**config.mk**
```make
export PLATFORM = sky130hd
export DESIGN_NAME = lemmings_world
export DESIGN_NICKNAME = d
export VERILOG_FILES = /design/src/rtl/lemmings_world.sv
export SDC_FILE = /design/constraint.sdc
export NUM_CORES = 1
export LEC_CHECK = 0
export ABC_CLOCK_PERIOD_IN_PS = 4150
export CORE_MARGIN = 2
export CORE_UTILIZATION = 51
export DETAILED_ROUTE_END_ITERATION = 10
export PLACE_DENSITY = 0.79
export SLEW_MARGIN = 0
export SYNTH_ARGS = -nofsm -noshare
export SYNTH_HDL_FRONTEND = slang
export SYNTH_SLANG_ARGS = --single-unit
```
**constraint.sdc**
```tcl
create_clock -name clk -period 4.15 [get_ports clk]
set_input_delay 0.6225 -clock clk [delete_from_list [all_inputs] [get_ports clk]]
set_output_delay 0.6225 -clock clk [all_outputs]
set_load 0.05 [all_outputs]
```
**src/rtl/lemmings_world.sv**
```systemverilog
// Terrain model for the Lemmings2 walker FSM. It holds the wall and hole maps,
// tracks the lemming's cell, and returns the bump and ground feedback.
module lemmings_world #(
  parameter int WIDTH     = 16,
  parameter int START_POS = 8,
  parameter int DEPTH     = 3,
  localparam int PW       = $clog2(WIDTH)
) (
  input  logic             clk,
  input  logic             resetn,
  input  logic             terrain_load,
  input  logic [WIDTH-1:0] wall_map,
  input  logic [WIDTH-1:0] hole_map,
  input  logic             walk_left,
  input  logic             walk_right,
  input  logic             aaah,
  output logic             bump_left,
  output logic             bump_right,
  output logic             ground,
  output logic [PW-1:0]    pos,
  output logic             landed,
  output logic             err
);

  localparam logic [PW-1:0]    START      = PW'(START_POS);
  localparam logic [PW-1:0]    LAST       = PW'(WIDTH - 1);
  localparam logic [7:0]       DEPTH_M1   = 8'(DEPTH - 1);
  localparam logic [WIDTH-1:0] SPAWN_MASK = ~(WIDTH'(1) << START_POS);

  logic [WIDTH-1:0] wall_r;
  logic [WIDTH-1:0] hole_r;
  logic [7:0]       fall_cnt;

  // The edge cells act as walls; a wall in the occupied cell is never consulted.
  always_comb begin
    ground     = ~hole_r[pos];
    bump_left  = 1'b1;
    bump_right = 1'b1;
    if (pos != '0)
      bump_left = wall_r[pos - 1'b1];
    if (pos != LAST)
      bump_right = wall_r[pos + 1'b1];
  end

  always_ff @(posedge clk) begin
    if (!resetn) begin
      wall_r   <= '0;
      hole_r   <= '0;
      pos      <= START;
      fall_cnt <= '0;
      landed   <= 1'b0;
      err      <= 1'b0;
    end else if (terrain_load) begin
      wall_r   <= wall_map & SPAWN_MASK;
      hole_r   <= hole_map & SPAWN_MASK;
      pos      <= START;
      fall_cnt <= '0;
      landed   <= 1'b0;
    end else if (!ground) begin
      // Walker inputs are ignored while falling; the hole fills after DEPTH cycles.
      if (fall_cnt == DEPTH_M1) begin
        hole_r[pos] <= 1'b0;
        fall_cnt    <= '0;
        landed      <= 1'b1;
      end else begin
        fall_cnt <= fall_cnt + 8'd1;
        landed   <= 1'b0;
      end
    end else begin
      landed <= 1'b0;
      if (walk_left && walk_right) begin
        err <= 1'b1;
      end else if (!aaah) begin
        if (walk_left && !bump_left)
          pos <= pos - 1'b1;
        else if (walk_right && !bump_right)
          pos <= pos + 1'b1;
      end
    end
  end

endmodule

```
# After elaboration in Yosys (flattened, before gate mapping)
# Cells that the tools add are included.
# word_totals
register_bits	45
input_bits	38
elab_cells	56
out_inout_bits	9
# classes
add_sub_neg	3
reduce_logical	16
bitwise_logic	7
n_lt_le_gt_ge	4
n_eq_ne	2
muxes	17
# ops
op	n
$mux W16	3
$and A16 B16 Y16	1
$not A16 Y16	1
$lt A4 B5 Y1 const B	3
$bmux W1 S4	3
$add A8 B1 Y8 const B	1
$eq A8 B2 Y1 const B	1
$mux W4	2
$mux W8	1
$mux W1	7
$reduce_bool A2 Y1	3
$not A1 Y1	5
$add A4 B1 Y4 const B	1
$demux W1 S4	1
$ge A4 B1 Y1 const B	1
$logic_and A1 B1 Y1	4
$ne A4 B4 Y1 const B	1
$reduce_and A2 Y1	2
$reduce_and A4 Y1	1
$reduce_bool A4 Y1	1
$sub A4 B1 Y4 const B	1
$reduce_and A3 Y1	1
$reduce_or A3 Y1	1
$logic_not A1 Y1	2
$reduce_or A2 Y1	1

# Depth between registers and ports, before layout
# Gate-level depths: netlist of run 1.
# logic_depth
ltp_word	9
mapped_depth	12
ltp_nobuf	9

# Worst setup path after synthesis of run 1
# OpenSTA, ideal clock, no wires.
# synth_path
path_kind	reg2out
start	register pos[0]
end	output port bump_left
required_time_ps	3527
path_buffers	3
path_stages_with_launch	9
setup_slack_ps	311
arrival_time_ps	3216
cell_sequence	dfxtp_1 -> buf_6 -> buf_2 -> inv_2 -> ha_1 -> buf_2 -> mux4_2 -> mux2i_1 -> o21ai_0
# synth_via
elab_chain_len	4
word_cells_on_any_way	5
classes_between	1 x add/sub; 3 x mux; 1 x reduce/logical
# synth_lines
element	line_no	source
start, declared	20	output logic [PW-1:0] pos,
start signal, assigned	75	pos <= pos - 1'b1;
start signal, assigned	77	pos <= pos + 1'b1;
$sub A4 B1 Y4	40	bump_left = wall_r[pos - 1'b1];
$bmux W1 S4	40	
$mux W1 (not written as such)	40	
$mux W1 (*)	39	if (pos != '0)
end, declared	17	output logic bump_left,
# Mark *: on every way between the ends. The rest lies on a longest branch, timed or not. The select of a mux whose other input is x is not followed.

# Worst setup path in the final report of run 1
# Same ends and word-level chain as after synthesis.

==> results of run 1 <==
==> metal layers <==
metal	share of wire, %	global-route usage (%)	vias up
li1	-	-	946
met1	47	25.2	870
met2	46	34.8	36
met3	5.5	4.86	8
met4	1.5	7.55	0
met5	0	0	-
==> state kept, by name, indices dropped and copies added (netlist names) <==
register and flops:
pos 4, fall_cnt 8, err 1, hole_r 16, wall_r 15, landed 1
==> worst reg2reg max path, cell delays in order, from the launching register on <==
cell	delay, ns
dfxtp_1	0.35
inv_2	0.07
ha_1	0.58
mux4_2	0.37
or2_0	0.23
a32oi_2	0.30
o211ai_4	0.16
o22a_4	0.27
or3_1	0.35
a21oi_1	0.14
==> power breakdown <==
part	internal (mW)	switching [mW]
registers	0.451	0.0129
clock network	0.132	0.143
logic	0.0940	0.0870
total	0.677	0.243
==> placed cells by master (no fill, tap or decap) <==
| cell | count |
|---|---|
| a211oi_1 | 2 |
| a21oi_1 | 3 |
| a32o_1 | 8 |
| a32oi_2 | 1 |
| and2_1 | 1 |
| and3_1 | 2 |
| buf_4 | 5 |
| clkbuf_1 | 1 |
| clkbuf_8 | 6 |
| clkdlybuf4s50_1 | 43 |
| dfxtp_1 | 45 |
| ha_1 | 6 |
| inv_1 | 8 |
| inv_2 | 2 |
| mux2_2 | 1 |
| mux2i_1 | 19 |
| mux4_2 | 10 |
| nand2_1 | 18 |
| nand2b_1 | 1 |
| nand3_1 | 11 |
| nand3b_1 | 3 |
| nand4_1 | 5 |
| nor2_1 | 12 |
| nor2b_1 | 16 |
| nor3_1 | 2 |
| nor3_2 | 1 |
| nor3b_1 | 1 |
| nor4b_1 | 1 |
| o211a_1 | 1 |
| o211ai_1 | 2 |
| o211ai_4 | 1 |
| o21ai_0 | 3 |
| o21ai_1 | 17 |
| o22a_4 | 1 |
| or2_0 | 1 |
| or2_1 | 2 |
| or3_1 | 5 |
| or3b_1 | 3 |
| xnor2_1 | 6 |
| xor2_1 | 5 |
==> layout make-up <==
cell class	count	area [um2]
tap	52	65.1
fill	383	1510
multi-input combinational	171	1350
clock buffer	7	86.3
sequential	45	901
inverter	10	37.5
timing repair buffer	48	468
==> cells by family after synthesis <==
family / after synthesis / synth area share (%)
buffers and inverters: 25 / 4.87
AO/OA/AOI/OAI: 39 / 12.3
flip-flops: 45 / 38.1
AND/OR/NAND/NOR: 85 / 19.4
XOR/XNOR: 11 / 4.08
multiplexers: 30 / 18.1
adder cells (fa/ha/maj): 6 / 3.18
==> worst paths after layout <==
check | startpoint | endpoint | cells past startpoint
setup / recovery | pos[0]$_SDFFE_PN0P_ | bump_left | 7
hold / removal | err$_SDFFE_PN0P_ | err$_SDFFE_PN0P_ | 2
setup reg to reg | pos[0]$_SDFFE_PN0P_ | pos[2]$_SDFFE_PN0P_ | 9
hold reg to reg | err$_SDFFE_PN0P_ | err$_SDFFE_PN0P_ | 2
==> metrics by stage <==
stage	hold slack (ns)	area, um2	instances	util (%)	setup slack (ns)
2_1_floorplan	0.427	2360	241	-	0.311
3_3_place_gp	0.432	2820	326	63.9	0.818
4_1_cts	0.448	2910	333	65.8	0.440
3_5_place_dp	0.437	2820	326	63.9	0.768
6_report	0.445	2910	333	65.8	0.458
5_1_grt	0.471	2910	333	65.8	0.264
==> run_results.csv, run 1 <==
group,metric,value,unit
run_status,run_status,"finished, final reports clean",
worst_setup_path,endpoint_kind,"output port",
worst_setup_path,crit_buf_inv,2,
power,p_leak,1.06,nW
yosys,syn_avg_cell_area,9.81,um2
floorplanning,core_area,4410,um2
detailed_routing,postRouteAntennaNets,0,
worst_setup_path,critPathMaxFanout,11,
worst_setup_path,critPathLaunchType,"flop",
global_routing,antenna_found_initial,0,
floorplanning,rows,24,
worst_setup_path,worst-endpoint-arrival,3.07,ns
clock_tree,root_buffer,"clkbuf_8",
worst_setup_path,critPathMaxStageDelay,0.72,ns
global_routing,grt_pass1_wl,8320,um
sta,finalHoldViolations,0,
clock_tree,cts_setup_buffers,0,
worst_setup_path,slowest_stage,"clkdlybuf4s50_1",
floorplanning,io_pins,47,
clock_tree,htreeDepth,2,
sta,setup_viol_count_final,0,
yosys,synth_most_common_cell,"dfxtp_1",
worst_setup_path,crit_family,"buffers and inverters",
yosys,yosysTopAreaCell,"dfxtp_1",
worst_setup_path,rrSetupSlack,1.27,ns
global_routing,grt_pass1_vias,1847,
sta,tns,0,ns
sta,finalCritPeriodShare,89.0,%
clock_tree,cts_hold_buf,0,
clock_tree,clk_pin_slew,0.08,ns
sta,timing.fmax,271,MHz
yosys,synth-main-ff-cell,"dfxtp_1",
placed_design,port_buffers,44,
clock_tree,cts_tree,"built",
clock_tree,clk_latency,0.30,ns
detailed_routing,drc,0,
floorplanning,die_w,72.1,um
yosys,syn_area,2360,um2
detailed_routing,via_count,1860,
final_layout,insertedDiodeCount,0,
placed_design,dp_hpwl,3500,um
global_routing,overflow,0,
detailed_routing,wl,4760,um
final_layout,syn_to_final_growth,22.9,%
yosys,ys_types,41,
yosys,synth_top_area_share,38.1,%
job,cap_violations,0,
worst_setup_path,cp_data_required_time,3.53,ns
sta,rsz0062_at_grt,"no",
detailed_routing,dr.pass1.iters,4,
yosys,syn_nets,285,
min_path,worstHoldPathType,"reg -> reg",
sta,slew_viol_final,0,
clock_tree,numCtsBuffers,5,
yosys,async_flop_share,0,%
detailed_routing,viasPerCell,5.59,
yosys,syn-instance-count,241,
yosys,ys_ff_latch,45,
placed_design,gp_congestion,0.834,
global_routing,grt_max_degree,26,
sta,tightest_slew,0.710,ns
clock_tree,ctsResizeCount,0,
yosys,yosysSeqAreaShare,38.1,%
power,peakVddDrop,0.216,mV
final_layout,drive_gt1_share,9.96,%
detailed_routing,routedWlPerCell,14.3,um
power,fin_total_pwr,0.920,mW
floorplanning,die_area,5190,um2
yosys,yosys_warnings,0,
sta,fin_skew,0.00396,ns
worst_setup_path,worstSetupPathType,"reg -> out",
global_routing,grt_usage,20.5,%
yosys,synth_area_leaders,"dfxtp_1 (38%), mux4_2 (9.5%), mux2i_1 (8.0%)",
power,p_per_area,317,nW/um2
final_layout,nNetsFinal,325,
sta,slew_headroom,52.5,%
clock_tree,numClockSinks,45,
yosys,synthTopCellsByCount,"dfxtp_1 (45), mux2i_1 (19), nand2_1 (18)",
floorplanning,start_util,53.5,%
worst_setup_path,crit_chain,"inv_2 > ha_1 > mux4_2 > or2_0 > a32oi_2 > o21ai_0 > clkdlybuf4s50_1",
yosys,synth-edff-count,0,
floorplanning,die_h,72.1,um
clock_tree,clockBufferDepth,2,
detailed_routing,first_iter_violations,102,
sta,fin_crit,3.69,ns
No activity file was read; power rests on OpenSTA's default activity.
==> run 2, diff against run 1 <==
- CORE_ASPECT_RATIO: default -> 0.5
==> run 2 against run 1 <==
  * Global-route usage about the same
  * First-iteration DRC count is 32% lower
  * Critical path depth unchanged
  * Critical path type unchanged
  * Critical endpoint unchanged
  * Largest cell class unchanged
  * Largest power group unchanged
  * Highest routed layer unchanged
==> run_results.csv, run 2 (synthesis gave the netlist of run 1 again) <==
group,metric,value,unit
run_status,run_status,"finished, final reports clean",
worst_setup_path,worstSetupPathType,"reg -> out",
sta,finalCritPeriodShare,88.0,%
worst_setup_path,endpoint_kind,"output port",
sta,rsz0062_at_grt,"no",
worst_setup_path,cp_data_required_time,3.53,ns
clock_tree,ctsResizeCount,0,
power,p_per_area,317,nW/um2
power,p_seq_share,50.3,%
clock_tree,clk_latency,0.30,ns
floorplanning,start_util,53.4,%
final_layout,seq_area,901,um2
final_layout,syn_to_final_growth,23.5,%
sta,fin_skew,0.00625,ns
final_layout,nNetsFinal,325,
global_routing,overflow,0,
floorplanning,io_pins,47,
final_layout,layout_commonest_cell,"dfxtp_1",
detailed_routing,routedWlPerCell,14.6,um
detailed_routing,postRouteAntennaNets,0,
final_layout,nFillCells,356,
power,comb_power_share,19.6,%
floorplanning,rows,17,
sta,setup_viol_count_final,0,
clock_tree,cts_tree,"built",
worst_setup_path,worst-endpoint-arrival,3.03,ns
min_path,worstHoldPathType,"reg -> reg",
clock_tree,cts_hold_buf,0,
worst_setup_path,critPathLaunchType,"flop",
clock_tree,root_buffer,"clkbuf_8",
detailed_routing,via_count,1900,
final_layout,top_regs,"hole_r x16, wall_r x15, fall_cnt x8",
placed_design,dp_hpwl,3680,um
global_routing,antenna_found_initial,0,
floorplanning,core_area,4420,um2
power,power.switching,0.259,mW
global_routing,grt_pass1_vias,1760,
worst_setup_path,critPathMaxFanout,11,
global_routing,grt_pass1_wl,8250,um
floorplanning,die_area,5230,um2
sta,finalHoldViolations,0,
job,cap_violations,0,
clock_tree,htreeDepth,2,
sta,holdWs,0.462,ns
final_layout,drive_gt1_share,10.3,%
sta,slew_viol_final,0,
global_routing,grt_usage,20.5,%
power,p_sw_share,28.0,%
global_routing,grt_max_degree,26,
power,p_leak,1.05,nW
floorplanning,die_h,52.1,um
sta,tightest_slew,0.743,ns
placed_design,post-place-ws,0.797,ns
clock_tree,numCtsBuffers,5,
clock_tree,cts_setup_buffers,0,
placed_design,port_buffers,44,
clock_tree,clockBufferDepth,2,
detailed_routing,first_iter_violations,69,
detailed_routing,viasPerCell,5.60,
floorplanning,die_w,100,um
final_layout,multi_input_area,1350,um2
final_layout,largest_register_ffs,16,
clock_tree,numClockSinks,45,
power,clkPwrFrac,30.1,%
power,peakVddDrop,0.158,mV
placed_design,post_dp_cell_area,2830,um2
final_layout,regMostFlops,"hole_r",
final_layout,insertedDiodeCount,0,
sta,tns,0,ns
final_layout,stdcell_area,2920,um2
placed_design,gp_congestion,0.881,
sta,layout_setup_ws,0.499,ns
detailed_routing,drc,0,
detailed_routing,dr.pass1.iters,4,
sta,timing.fmax,274,MHz
final_layout,final_cell_mix,"dfxtp_1 (45), clkdlybuf4s50_1 (44), mux2i_1 (19)",
sta,slew_headroom,50.3,%
power,p_int,0.665,mW
detailed_routing,wl,4950,um
clock_tree,clk_pin_slew,0.09,ns
sta,fin_crit,3.65,ns
[run 2: changes by cell type in the layout (fill, tap and decap cells not counted)]
cell	previous run	this run
buf_4	5	4
clkbuf_1	1	0
clkbuf_8	6	5
clkdlybuf4s50_1	43	44
clkinv_2	0	1
clkinvlp_4	0	1
inv_6	0	1
[run 2: cell type report]
type | count | area share [%]
multi-input cells | 171 | 46.2
flip-flops and latches | 45 | 30.9
repair buffers | 48 | 16.1
well taps | 57 | 2.44
clock buffers | 5 | 2.36
inverters | 10 | 1.29
clock inverters | 3 | 0.729
[run 2: final timing paths]
| kind | from | to | slack (ns) | cells past startpoint |
|---|---|---|---|---|
| setup / recovery | pos[0]$_SDFFE_PN0P_ | bump_left | 0.50 | 7 |
| hold / removal | hole_r[8]$_SDFFE_PN0P_ | hole_r[8]$_SDFFE_PN0P_ | 0.46 | 1 |
| setup reg to reg | pos[0]$_SDFFE_PN0P_ | pos[2]$_SDFFE_PN0P_ | 1.23 | 8 |
| hold reg to reg | hole_r[8]$_SDFFE_PN0P_ | hole_r[8]$_SDFFE_PN0P_ | 0.46 | 1 |
[run 2: power by group through the flow]
stage	Clock, mW	Combinational [mW]	Sequential [mW]
6_report	0.278	0.181	0.465
3_3_place_gp	0	0.179	0.473
3_5_place_dp	0	0.182	0.475
2_1_floorplan	0	0.115	0.477
5_1_grt	0.298	0.196	0.467
4_1_cts	0.285	0.183	0.465
[run 2: critical path, cell delays in order, from the launching register on]
cell and delay, ns:
dfxtp_1 0.36, inv_2 0.07, ha_1 0.58, mux4_2 0.37, or2_0 0.22, a32oi_2 0.28, o21ai_0 0.13, clkdlybuf4s50_1 0.72
[run 2: metrics by stage]
| stage | cells | util [%] | power [mW] |
|---|---|---|---|
| finish | 339 | 66.0 | 0.924 |
| floorplan | 241 | - | 0.592 |
| global placement | 331 | 63.9 | 0.652 |
| detailed placement | 331 | 63.9 | 0.656 |
| CTS | 339 | 66.0 | 0.933 |
| global route | 339 | 66.0 | 0.961 |
[run 2: layer usage]
layer	global-route usage (%)	part of all wire, %	vias up
met4	7.08	1.3	0
li1	-	-	944
met3	4.84	4.1	7
met1	27.4	49	908
met2	33.0	46	41
met5	0	0	-
==> run 3, diff against run 2 <==
- SLEW_MARGIN: 0 -> 40
==> results of run 3 <==
No change in the layout: final DEF, timing and power equal those of run 2.
